===== config.mk =====
export PLATFORM = sky130hd
export DESIGN_NAME = encoder_sequencer_flat
export DESIGN_NICKNAME = d
export VERILOG_FILES = /design/src/rtl/encoder_sequencer_if.sv /design/src/rtl/encoder_sequencer.sv /design/src/flat_wrapper.sv
export SDC_FILE = /design/constraint.sdc
export NUM_CORES = 1
export LEC_CHECK = 0
export ABC_AREA = 1
export CAP_MARGIN = 20
export CORE_AREA = 2 2 55 57
export CTS_CLUSTER_DIAMETER = 60
export DETAILED_ROUTE_END_ITERATION = 10
export DIE_AREA = 0 0 57 59
export PLACE_DENSITY = 0.86
export REMOVE_ABC_BUFFERS = 1
export SLEW_MARGIN = 15
export SYNTH_ARGS = -nofsm -noshare
export SYNTH_HDL_FRONTEND = slang
export SYNTH_SLANG_ARGS = --single-unit

===== constraint.sdc =====
create_clock -name clk -period 2.6 [get_ports clk]
set_input_delay 0.39 -clock clk [delete_from_list [all_inputs] [get_ports clk]]
set_output_delay 0.39 -clock clk [all_outputs]
set_load 0.02 [all_outputs]

===== src/rtl/encoder_sequencer_if.sv =====
// encoder_sequencer_if: control bundle between the sequencer and the datapath/test side.
// start/hold flow into the sequencer; strobes, step select, round and file index flow out.
interface encoder_sequencer_if;
  logic       start;
  logic       hold;
  logic       busy;
  logic       read_file;
  logic       load_en;
  logic       step_en;
  logic [2:0] step_sel;
  logic [4:0] round_num;
  logic       write_file;
  logic [9:0] file_index;
  logic       done;

  modport master (
    output start, hold,
    input  busy, read_file, load_en, step_en,
    input  step_sel, round_num, write_file,
    input  file_index, done
  );

  modport slave (
    input  start, hold,
    output busy, read_file, load_en, step_en,
    output step_sel, round_num, write_file,
    output file_index, done
  );
endinterface


===== src/rtl/encoder_sequencer.sv =====
// encoder_sequencer: walks NUM_FILES files through read, load, NUM_ROUNDS x 5 steps, write.
// Ports: clk, rst (sync active-high), bus (slave: start/hold in, strobes/counters out).
module encoder_sequencer #(
  parameter int NUM_ROUNDS = 24,
  parameter int NUM_FILES  = 64
) (
  input logic                clk,
  input logic                rst,
  encoder_sequencer_if.slave bus
);

  typedef enum logic [2:0] {
    IDLE, READ, LOAD, STEP, WRITE, NEXT, DONE
  } state_t;

  localparam logic [4:0] LAST_RND  = 5'(NUM_ROUNDS - 1);
  localparam logic [9:0] LAST_FILE = 10'(NUM_FILES - 1);

  state_t     state;
  logic       busy_q;
  logic       rd_q;
  logic       ld_q;
  logic       st_q;
  logic       wr_q;
  logic       done_q;
  logic [2:0] sel_q;
  logic [4:0] rnd_q;
  logic [9:0] idx_q;

  // Pulses are computed for the state being entered, so every
  // output is a flop that lines up with the state it belongs to.
  always_ff @(posedge clk) begin
    if (rst) begin
      state  <= IDLE;
      busy_q <= 1'b0;
      rd_q   <= 1'b0;
      ld_q   <= 1'b0;
      st_q   <= 1'b0;
      wr_q   <= 1'b0;
      done_q <= 1'b0;
      sel_q  <= '0;
      rnd_q  <= '0;
      idx_q  <= '0;
    end else begin
      rd_q   <= 1'b0;
      ld_q   <= 1'b0;
      wr_q   <= 1'b0;
      done_q <= 1'b0;
      unique case (state)
        IDLE: begin
          if (bus.start) begin
            state  <= READ;
            busy_q <= 1'b1;
            rd_q   <= 1'b1;
            idx_q  <= '0;
          end
        end
        READ: begin
          state <= LOAD;
          ld_q  <= 1'b1;
        end
        LOAD: begin
          state <= STEP;
          st_q  <= 1'b1;
          sel_q <= '0;
          rnd_q <= '0;
        end
        STEP: begin
          if (!bus.hold) begin
            if (sel_q == 3'd4) begin
              // Final step of the final round: counters stay put.
              if (rnd_q == LAST_RND) begin
                state <= WRITE;
                st_q  <= 1'b0;
                wr_q  <= 1'b1;
              end else begin
                sel_q <= '0;
                rnd_q <= rnd_q + 5'd1;
              end
            end else begin
              sel_q <= sel_q + 3'd1;
            end
          end
        end
        WRITE: begin
          state <= NEXT;
        end
        NEXT: begin
          if (idx_q == LAST_FILE) begin
            state  <= DONE;
            done_q <= 1'b1;
          end else begin
            state <= READ;
            rd_q  <= 1'b1;
            idx_q <= idx_q + 10'd1;
          end
        end
        DONE: begin
          state  <= IDLE;
          busy_q <= 1'b0;
        end
        default: begin
          state  <= IDLE;
          busy_q <= 1'b0;
          st_q   <= 1'b0;
        end
      endcase
    end
  end

  assign bus.busy       = busy_q;
  assign bus.read_file  = rd_q;
  assign bus.load_en    = ld_q;
  // A stalled step must not touch the state register in the same
  // cycle, so the step strobe is gated by hold directly.
  assign bus.step_en    = st_q & ~bus.hold;
  assign bus.step_sel   = sel_q;
  assign bus.round_num  = rnd_q;
  assign bus.write_file = wr_q;
  assign bus.file_index = idx_q;
  assign bus.done       = done_q;

endmodule


===== src/flat_wrapper.sv =====
// flat-port wrapper written by rule: the top's interface ports become plain ports
module encoder_sequencer_flat 
#(
  parameter int NUM_ROUNDS = 24,
  parameter int NUM_FILES  = 64
)
  (clk, rst, bus_start, bus_hold, bus_busy, bus_read_file, bus_load_en, bus_step_en, bus_step_sel, bus_round_num, bus_write_file, bus_file_index, bus_done);
  encoder_sequencer_if bus_i ();
  input logic clk;
  input logic rst;
  input wire logic [$bits(bus_i.start)-1:0] bus_start;
  input wire logic [$bits(bus_i.hold)-1:0] bus_hold;
  output wire logic [$bits(bus_i.busy)-1:0] bus_busy;
  output wire logic [$bits(bus_i.read_file)-1:0] bus_read_file;
  output wire logic [$bits(bus_i.load_en)-1:0] bus_load_en;
  output wire logic [$bits(bus_i.step_en)-1:0] bus_step_en;
  output wire logic [$bits(bus_i.step_sel)-1:0] bus_step_sel;
  output wire logic [$bits(bus_i.round_num)-1:0] bus_round_num;
  output wire logic [$bits(bus_i.write_file)-1:0] bus_write_file;
  output wire logic [$bits(bus_i.file_index)-1:0] bus_file_index;
  output wire logic [$bits(bus_i.done)-1:0] bus_done;
  assign bus_i.start = bus_start;
  assign bus_i.hold = bus_hold;
  assign bus_busy = bus_i.busy;
  assign bus_read_file = bus_i.read_file;
  assign bus_load_en = bus_i.load_en;
  assign bus_step_en = bus_i.step_en;
  assign bus_step_sel = bus_i.step_sel;
  assign bus_round_num = bus_i.round_num;
  assign bus_write_file = bus_i.write_file;
  assign bus_file_index = bus_i.file_index;
  assign bus_done = bus_i.done;
  encoder_sequencer #(.NUM_ROUNDS(NUM_ROUNDS), .NUM_FILES(NUM_FILES)) u_core (.clk(clk), .rst(rst), .bus(bus_i));
endmodule

# Word-level counts from Yosys, hierarchy flattened

Cells that the tools add are included.

Add/sub/neg operators: 3
Bitwise logic cells: 7
Reduce and logical (&&, ||, !) cells: 13
Equal/unequal tests: 16
Mux-type cells: 29

Operator list:

| kind                                                  | number |
|---|---|
| 2-to-1 mux 3 bit                                      | 8 |
| 2-to-1 mux 10 bit                                     | 2 |
| case mux 10 bit (2 select lines)                      | 1 |
| case mux 3 bit (6 select lines)                       | 1 |
| 2-to-1 mux 5 bit                                      | 3 |
| equality test 3 bit (second input constant)           | 4 |
| AND reduction 4 bit                                   | 3 |
| adder 10 x 1 -> 10 bit (second input constant)        | 1 |
| equality test 10 x 6 -> 1 bit (second input constant) | 1 |
| case mux 5 bit (2 select lines)                       | 1 |
| OR reduction 5 bit                                    | 2 |
| 2-to-1 mux 1 bit                                      | 9 |
| != test 2 bit (second input constant)                 | 4 |
| equality test 3 x 2 -> 1 bit (second input constant)  | 2 |
| inverter 1 bit                                        | 6 |
| case mux 3 bit (2 select lines)                       | 1 |
| AND reduction 3 bit                                   | 2 |
| adder 5 x 1 -> 5 bit (second input constant)          | 1 |
| equality test 5 bit (second input constant)           | 1 |
| != test 2 x 1 -> 1 bit (second input constant)        | 2 |
| case mux 1 bit (2 select lines)                       | 2 |
| nonzero test 2 bit                                    | 2 |
| OR reduction 4 bit                                    | 1 |
| adder 3 x 1 -> 3 bit (second input constant)          | 1 |
| other kinds (7)                                       | 7 |

Input port bits: 4
Word-level logic and storage cells: 78
Register bits: 27
Output and inout port bits: 24

# Longest topological paths before layout

Depth in word-level cells: 5
Depth in mapped cells: 9
Depth with buffers taken out: 9

# Least setup slack after synthesis

Ideal clock, no wire load.

Kind: flip-flop to flip-flop
Start point: reg u_core.idx_q[0], in the netlist u_core.bus.file_index[0]
End point: reg u_core.idx_q[6], in the netlist u_core.bus.file_index[6]
Cell stages (with the launch flop): 9
Required time: 2.468 ns
Path buffers: 0
Slack: 1.021 ns
Arrival time: 1.447 ns
Cell sequence: dfxtp_1 -> ha_1 -> nand3_1 -> nor2_1 -> nand2_1 -> nand2_1 -> nand2_1 -> nand2_1 -> a21oi_1

Word-level cells in the longest chain between the ends: 3
Elaborated cells between the ends (all ways): 6
Those cells by class: 1 x add/sub; 2 x eq/ne; 2 x mux; 1 x reduce/logical

Ends and longest elaborated chain:

| item                                                                    | RTL line                                         | source |
|---|---|---|
| from (decl)                                                             | encoder_sequencer.sv:28                          | `logic [9:0] idx_q;` |
| from (signal assigned)                                                  | encoder_sequencer.sv:95                          | `idx_q <= idx_q + 10'd1;` |
| adder 10 x 1 -> 10 bit or equality test 10 x 6 -> 1 bit (tied branches) | encoder_sequencer.sv:95, encoder_sequencer.sv:89 |  |
| 2-to-1 mux 10 bit or != test 2 bit (tied branches)                      | n/a                                              |  |
| case mux 10 bit (2 select lines) or AND reduction 3 bit (tied branches) | n/a                                              |  |

Several ways; a longest one is shown, not always the timed one. The select of a mux whose other input is x is not followed.
A chain may end at the register's enable or synchronous reset.

# Worst setup path in the final report

Start point: in bus_hold
End point: out bus_step_en

Word-level cells in the longest chain between the ends: 2

Ends and longest elaborated chain:

| item           | RTL line                 | source |
|---|---|---|
| from (decl)    | flat_wrapper.sv:12       | `input wire logic [$bits(bus_i.hold)-1:0] bus_hold;` |
| inverter 1 bit | encoder_sequencer.sv:116 | `assign bus.step_en = st_q & ~bus.hold;` |
| AND 1 bit      | encoder_sequencer.sv:116 |  |
| to (decl)      | flat_wrapper.sv:16       | `output wire logic [$bits(bus_i.step_en)-1:0] bus_step_en;` |

Every way passes these cells.

==> impl_metrics.tcl <==
set metrics [dict create \
    drc 0 \
    fmax_ghz 0.499 \
    power_frac_clock_pct 20.3 \
    setup_viol 0 \
    setup_slack_ps 595 \
    maxCapViolations 0 \
    final.fill_count 233 \
    antenna_found_initial 0 \
    place.gp.congestion 0.818 \
    final.period_utilization_pct 77.1 \
    postSynth.asyncResetShare_pct 0 \
    routed_wl_um 3260 \
    drt-wirelength-per-cell_um 11.5 \
    slowest_delay_ps 610 \
    ys.flop_type "dfxtp_1" \
    grt_remaining_overflow 0 \
    synth_top_area_share_pct 36.5 \
    tightest_slew_ps 365 \
    timing_worst_setup_path_type "input pin to primary output" \
    crit_path_start_kind "input pin" \
    grtUsageTotal_pct 20.1 \
    cts-resized-gates 0 \
    cp_slowest_cell "clkdlybuf4s50_1" \
    crit_top_cell "clkdlybuf4s50_1" \
    synth_edf_count 0 \
    row_count 19 \
    fin_skew_ps 6.02 \
    core_region_area_um2 2710 \
    required_ps 2210 \
    final_antenna_net_count 0 \
    areaGrowthSynthToFinish_pct 22.7 \
    tns_ps 0 \
    clock_path_buffers 2 \
    cp-end-kind "primary output" \
    syn_area_um2 1480 \
    grt_max_degree 21 \
    drt_iter0_drc 60 \
    status "complete, no violations" \
    power_density_nw_per_um2 499 \
    ios 28 \
    yosysMostFrequentCell "nand2_1" \
    vdd_drop_max_v 0.000353 \
    synth_area_leader_cell "dfxtp_1" \
    antenna_cells 0 \
    drtPass1Iterations 4 \
    p_sw_mw 0.316 \
    numClockSinks 27 \
    switching_share_pct 34.9 \
    synth_area_leaders "dfxtp_1, nand2_1, nand3_1" \
    clkTransAtPathRegs_ps 140 \
    ys_ff_latch 27 \
    die_w_um 57 \
    cp.arrival_ps 1610 \
    synthCells 222 \
    hp-class "flip-flop to flip-flop" \
    design.die.area_um2 3360 \
    hold_viol_final 0 \
    grt_pass1_wl_um 5440 \
    drive_above_1_share_pct 7.94 \
    yosys_warnings 0 \
    hold_ws_ps 493 \
    p_leak_nw 0.719 \
    sequentialPowerShare_pct 52.1 \
    dp_hpwl_um 2440 \
    routed_via_density 5.30 \
    nets 261 \
    period_needed_ps 2000 \
    holdBufCountCts 0 \
    place.port_buffers 27 \
    critPathMaxFanout 3 \
    cts_made_buffers 3 \
    cts_tree "built" \
    vias 1499 \
    p_int_mw 0.590 \
    ys_seq_area_share_pct 36.5 \
    grt_pass1_vias 1306 \
    place_ws_ps 578 \
    h-tree-depth 1 \
    synth_common_cells "nand2_1, dfxtp_1, nor2_1" \
    comb_power_share_pct 27.6 \
    slew_headroom_pct 75.6 \
    synth_cell_type_count 22 \
    syn_avg_cell_area_um2 6.67 \
    die_h_um 59 \
    start_util_pct 54.6 \
    slew_viol_final 0 \
    crit_chain "clkdlybuf4s50_1 -> nor2_1 -> clkdlybuf4s50_1" \
    clock_latency_ps 330 \
    rsz0062_at_grt "false" \
    root_buffer "clkbuf_4" \
    postCtsSetupBuffers 0 \
]
==> stage by stage <==
step	area (um2)	utilization [%]	instances	total power, mW
floorplan	1470	-	220	0.648
global placement	1790	66.0	279	0.722
detailed placement	1790	66.0	279	0.729
CTS	1820	67.0	283	0.912
global route	1820	67.0	283	0.956
finish	1820	67.0	283	0.906
==> cells in the final DEF, fill, tap and decap left out <==
cell type / n
nand3b_1: 1
ha_1: 4
nor2_1: 24
nand4_1: 7
nor3_1: 2
nand3_4: 1
dfxtp_1: 27
nand2_1: 71
nand3_1: 23
buf_4: 1
inv_1: 22
o21bai_1: 2
nor2_8: 1
clkbuf_4: 3
inv_2: 4
clkinv_2: 2
or2_2: 2
clkdlybuf4s50_1: 27
xor2_1: 2
a21oi_4: 1
nand3_2: 3
a21oi_1: 20
nand2_4: 1
nand2_2: 1
==> registers in the layout (all words and copies together) (netlist names), 3 cells and up <==
name	count
u_core.bus.step_sel	3
u_core.bus.file_index	10
u_core.bus.round_num	5
u_core.state	3
==> critical path, delay by kind of cell <==
| kind | cells | cell delay [ps] |
|---|---|---|
| AND/OR/NAND/NOR | 1 | 130 |
| buffers and inverters | 2 | 1090 |
==> area by class of cell <==
type	count	area, um2	area share [%]
Inverter	27	103	5.65
Tap cell	31	38.8	2.13
Multi-Input combinational cell	166	830	45.7
Clock inverter	1	5.00	0.275
Timing Repair Buffer	28	278	15.3
Clock buffer	3	22.5	1.24
Sequential cell	27	541	29.8
==> logic make-up after synthesis <==
group,after synthesis,synth area share (%)
flops,27,36.5
buf+inv,29,7.44
xor+xnor,2,1.18
compound gates,23,8.88
simple gates,137,42.6
fa+ha+maj,4,3.38
==> power groups by stage <==
stage	registers, mW	clock network (mW)	logic (mW)
floorplan	0.493	0	0.155
global placement	0.479	0	0.243
detailed placement	0.481	0	0.248
CTS	0.472	0.191	0.249
global route	0.476	0.206	0.274
finish	0.472	0.184	0.250
==> metal layers <==
layer | global-route usage, % | up-vias | wire (um)
met2 | 30.7 | 37 | 1470
li1 | - | 775 | -
met1 | 28.8 | 682 | 1600
met3 | 1.31 | 5 | 135
met4 | 10.3 | 0 | 53
met5 | 0 | - | 0
==> path summary, 6_finish.rpt <==
kind / from / endpoint / slack [ps] / cells after the start
setup / recovery: bus_hold / bus_step_en / 600 / 3
hold / removal: u_core.bus.busy / u_core.bus.busy / 490 / 2
setup reg to reg: u_core.bus.file_index[0] / u_core.bus.file_index[6] / 880 / 8
hold reg to reg: u_core.bus.busy / u_core.bus.busy / 490 / 2
Note: power is estimated with default switching activity, not from simulation.
